$ cat src/rtl/uart_rx_axis.sv
// UART receive buffer: byte strobes into a FWFT FIFO, drained as an AXI4-Stream master.
// Define UART_AXIS_TLAST_EN to close packets with TLAST after an idle gap of IDLE_TIMEOUT cycles.
module uart_rx_axis #(
    parameter int DATA_BITS    = 8,
    parameter int FIFO_DEPTH   = 16,
    parameter int IDLE_TIMEOUT = 1000
) (
    input  logic                          clk,
    input  logic                          rst,
    input  logic [DATA_BITS-1:0]          rx_data,
    input  logic                          rx_valid,
    output logic [DATA_BITS-1:0]          m_axis_tdata,
    output logic                          m_axis_tvalid,
    input  logic                          m_axis_tready,
    output logic                          m_axis_tlast,
    output logic [$clog2(FIFO_DEPTH):0]   fifo_count,
    output logic                          overflow,
    input  logic                          clear_overflow
);

    localparam int AW = $clog2(FIFO_DEPTH);
    localparam int CW = AW + 1;

    logic [DATA_BITS:0]   mem [FIFO_DEPTH];
    logic [AW-1:0]        wr_ptr;
    logic [AW-1:0]        rd_ptr;
    logic [DATA_BITS:0]   head;
    logic                 push;
    logic                 push_last;
    logic [DATA_BITS-1:0] push_data;
    logic                 pop;
    logic                 full;
    logic                 wr_en;

`ifdef UART_AXIS_TLAST_EN
    localparam int TW = $clog2(IDLE_TIMEOUT);

    logic                 stg_valid;
    logic [DATA_BITS-1:0] stg_data;
    logic [TW-1:0]        timer;
    logic                 timeout;

    // A new byte always wins over a timeout landing on the same cycle
    assign timeout   = stg_valid && !rx_valid && (timer == TW'(IDLE_TIMEOUT - 1));
    assign push      = (rx_valid && stg_valid) || timeout;
    assign push_last = timeout;
    assign push_data = stg_data;

    always_ff @(posedge clk or posedge rst) begin
        if (rst) begin
            stg_valid <= 1'b0;
            stg_data  <= '0;
            timer     <= '0;
        end else if (rx_valid) begin
            stg_valid <= 1'b1;
            stg_data  <= rx_data;
            timer     <= '0;
        end else if (stg_valid) begin
            if (timeout) begin
                stg_valid <= 1'b0;
                timer     <= '0;
            end else begin
                timer <= timer + 1'b1;
            end
        end
    end

    assign m_axis_tlast = m_axis_tvalid && head[DATA_BITS];
`else
    logic unused_cfg;

    assign push         = rx_valid;
    assign push_last    = 1'b0;
    assign push_data    = rx_data;
    assign m_axis_tlast = 1'b0;
    assign unused_cfg   = head[DATA_BITS] ^ (IDLE_TIMEOUT < 2);
`endif

    assign full  = (fifo_count == CW'(FIFO_DEPTH));
    assign pop   = m_axis_tvalid && m_axis_tready;
    // When full, a push is only accepted if a pop frees the slot this cycle
    assign wr_en = push && (!full || pop);

    always_ff @(posedge clk) begin
        if (wr_en) begin
            mem[wr_ptr] <= {push_last, push_data};
        end
    end

    always_ff @(posedge clk or posedge rst) begin
        if (rst) begin
            wr_ptr     <= '0;
            rd_ptr     <= '0;
            fifo_count <= '0;
            overflow   <= 1'b0;
        end else begin
            if (wr_en) begin
                wr_ptr <= wr_ptr + 1'b1;
            end
            if (pop) begin
                rd_ptr <= rd_ptr + 1'b1;
            end
            case ({wr_en, pop})
                2'b10:   fifo_count <= fifo_count + 1'b1;
                2'b01:   fifo_count <= fifo_count - 1'b1;
                default: fifo_count <= fifo_count;
            endcase
            if (push && !wr_en) begin
                overflow <= 1'b1;
            end else if (clear_overflow) begin
                overflow <= 1'b0;
            end
        end
    end

    assign head          = mem[rd_ptr];
    assign m_axis_tvalid = (fifo_count != '0);
    assign m_axis_tdata  = m_axis_tvalid ? head[DATA_BITS-1:0] : '0;

endmodule

$ cat config.mk
export PLATFORM = sky130hd
export DESIGN_NAME = uart_rx_axis
export DESIGN_NICKNAME = d
export VERILOG_FILES = /design/src/rtl/uart_rx_axis.sv
export SDC_FILE = /design/constraint.sdc
export NUM_CORES = 1
export LEC_CHECK = 0
export ABC_AREA = 0
export CAP_MARGIN = 30
export CORE_ASPECT_RATIO = 0.7
export CORE_MARGIN = 3
export CORE_UTILIZATION = 45
export CTS_CLUSTER_SIZE = 25
export DETAILED_ROUTE_END_ITERATION = 8
export PLACE_DENSITY = 0.62
export REMOVE_ABC_BUFFERS = 1
export SLEW_MARGIN = 15
export SYNTH_ARGS = -nofsm -noshare
export SYNTH_HDL_FRONTEND = slang
export SYNTH_SLANG_ARGS = --single-unit
$ cat constraint.sdc
create_clock -name clk -period 4.1 [get_ports clk]
set_clock_uncertainty 0.15 [all_clocks]
set_input_delay 0.82 -clock clk [delete_from_list [all_inputs] [get_ports clk]]
set_output_delay 0.82 -clock clk [all_outputs]
set_load 0.01 [all_outputs]
==> results.json <==
{
  "async_flop_share_pct": 9.86,
  "placedInstanceArea_um2": 6420,
  "crit_arrival_ps": 2720,
  "tightest_slew_ps": 662,
  "leakagePower_nw": 2.46,
  "rows": 34,
  "fillers": 990,
  "synth_compound_area_share_pct": 3.02,
  "fin_nets": 382,
  "clock_latency_ps": 410,
  "cpPeakStageDelay_ps": 630,
  "viasPerCell": 5.54,
  "syn_area_um2": 5890,
  "ys.flop_type": "edfxtp_1",
  "power.total_mw": 5.22,
  "grt_max_degree": 21,
  "h-tree-depth": 4,
  "dieWidth_um": 143,
  "synth_top_cell_by_area": "edfxtp_1",
  "detail-route-antenna-nets": 0,
  "grt-ovfl-total": 0,
  "synth_area_per_cell_um2": 19.1,
  "synth_edf_count": 128,
  "post_cts_resized": 0,
  "cts_hold_buf": 0,
  "grt_setup_unrepaired": "no",
  "area_growth_pct": 20.4,
  "hold_class": "reg -> reg",
  "first_pass_iters": 4,
  "drt_iter0_markers": 348,
  "cp_data_required_time_ps": 3130,
  "maxSlewHeadroom_pct": 55.9,
  "clkTransAtPathRegs_ps": 60,
  "dp_slack_ps": 788,
  "routabilityCongestion": 0.697,
  "synth_top_family_by_area": "multiplexers",
  "die_y_um": 102,
  "dp_cells": 503,
  "yosysWarnings": 0,
  "cts_tree": "yes",
  "synthTopCellsByCount": "128 x edfxtp_1, 24 x mux4_2, 15 x nor2_1, 14 x dfrtp_1",
  "antenna_found_initial": 0,
  "synthCells": 308,
  "cts_sinks": 142,
  "grt_pass1_wl_mm": 17.6,
  "cp_max_fo": 20,
  "totalWireLength_mm": 11.3,
  "powerDensity_nw_per_um2": 736,
  "fin_tns_setup_ps": 0,
  "gr-usage-all-layers_pct": 16.9,
  "fin_crit_sh_pct": 89.9,
  "drc": 0,
  "timing.final.ws_setup_ps": 412,
  "yosysMostFrequentCell": "edfxtp_1",
  "crit_path_end_kind": "output port",
  "vias": 2963,
  "post-route-min-period_ps": 3690,
  "io_pins": 29,
  "synth-seq-cells": 142,
  "cts_made_buffers": 17,
  "path_class": "reg -> out",
  "cap_violations": 0,
  "port_buffers": 27,
  "initial_utilization_pct": 46.8,
  "post_cts_buffers": 0,
  "cp_slowest_cell": "mux4_1",
  "wl_per_cell_um": 21.1,
  "grt_pass1_vias": 2956,
  "synthMuxAreaShare_pct": 16.6,
  "crit_path_cell_trace": "buf_4 > mux4_1 > mux2_2 > o21ai_1 > a21oi_1 > clkdlybuf4s50_1",
  "synthAdderAreaFrac_pct": 2.04,
  "maxSlewViolCount": 0,
  "cp-start-kind": "flop",
  "clk_path_buf_depth": 2,
  "status": "finished clean",
  "yosysTopAreaCellShare_pct": 65.3,
  "max_clock_freq_ghz": 0.271,
  "multi_input_area_um2": 1560,
  "synth.distinct_cells": 38,
  "root_buffer": "clkbuf_16",
  "final_area_um2": 7090,
  "finalSetupViolCount": 0,
  "synth.area.top_cells": "edfxtp_1 65%, mux4_2 9.2%, dfrtp_1 5.9%, mux4_1 3.6%, mux2_2 1.7%",
  "peakVddDrop_v": 0.000385,
  "coreArea_um2": 12600,
  "final_cells": 535,
  "synthSimpleGateAreaFrac_pct": 3.46,
  "dieArea_um2": 14500,
  "num_antenna_cells": 0,
  "regArea_um2": 4190,
  "drive_gt1_share_pct": 24.1,
  "seq_area_frac_synth_pct": 71.2,
  "synthXorXnorAreaFrac_pct": 1.34,
  "dp_hpwl_mm": 7.19,
  "hold_viol_final": 0
}
## layout by cell type (no fill, tap or decap), types with 4 or more instances in the layout
| master | n |
|---|---|
| nand2_1 | 7 |
| nor2_1 | 15 |
| a21oi_1 | 10 |
| bufinv_16 | 6 |
| xnor2_1 | 8 |
| ha_1 | 8 |
| inv_1 | 7 |
| mux4_2 | 24 |
| mux4_1 | 8 |
| nor3_1 | 4 |
| o21ai_0 | 5 |
| nand2b_1 | 5 |
| mux2i_1 | 10 |
| edfxtp_1 | 128 |
| buf_4 | 22 |
| clkinv_2 | 4 |
| dfrtp_1 | 14 |
| o21ai_1 | 7 |
| nand3_1 | 4 |
| clkbuf_16 | 17 |
| mux2_2 | 9 |
| clkdlybuf4s50_1 | 27 |
## per-layer routing
metal	up-vias	part of all wire [%]	GRT usage, %
li1	1338	-	-
met1	1539	51	27.0
met5	-	0	0
met3	12	4.1	4.62
met2	74	43	22.1
met4	0	1.2	6.06
## kinds of logic after synthesis
group / after synthesis
and+or+nand+nor: 41
DFF: 142
other: 1
buffers and inverters: 23
xor gates and xnor gates: 9
AOI/OAI and AO/OA: 30
muxes: 53
adders and majority gates: 9
## report_power, final
part | internal (mW) | switching (mW) | total, mW
Clock | 1.17 | 0.556 | 1.72
Sequential | 1.78 | 0.133 | 1.91
Combinational | 0.822 | 0.760 | 1.58
Total | 3.77 | 1.45 | 5.22
## metrics by stage
stage / hold WS, ps / util (%)
after floorplan: 399 / -
after global placement: 364 / 51.0
after detailed placement: 384 / 51.0
after CTS: 393 / 56.3
after global routing: 413 / 56.3
final: 386 / 56.3
## registers in the layout, indices dropped and copies added (netlist names)
name / count
mem: 128
fifo_count: 5
rd_ptr: 4
wr_ptr: 4
overflow: 1
## final cells by class
type / count / area share, %
Clock buffer: 20 / 6.44
Clock inverter: 12 / 3.04
Inverter: 7 / 0.371
Multi-Input combinational cell: 143 / 22.0
Sequential cell: 142 / 59.2
Tap cell: 162 / 2.86
Timing Repair Buffer: 49 / 6.14
## worst max-delay path, delay by kind of cell (launching register included)
kind | cells | cell delay [ps]
multiplexers | 2 | 910
buffers and inverters | 2 | 840
flip-flops | 1 | 350
AO/OA/AOI/OAI | 2 | 190
## worst paths after layout
kind	slack (ps)	startpoint	endpoint	depth (start not counted)
setup / recovery	410	rd_ptr[1]	m_axis_tdata[2]	6
hold / removal	390	overflow	overflow	2
setup reg to reg	870	fifo_count[0]	fifo_count[4]	9
hold reg to reg	390	overflow	overflow	2
max in group asynchronous	2780	rst	rd_ptr[0]	2
min in group asynchronous	620	rst	wr_ptr[1]	2
Note: power is estimated with default switching activity, not from simulation.
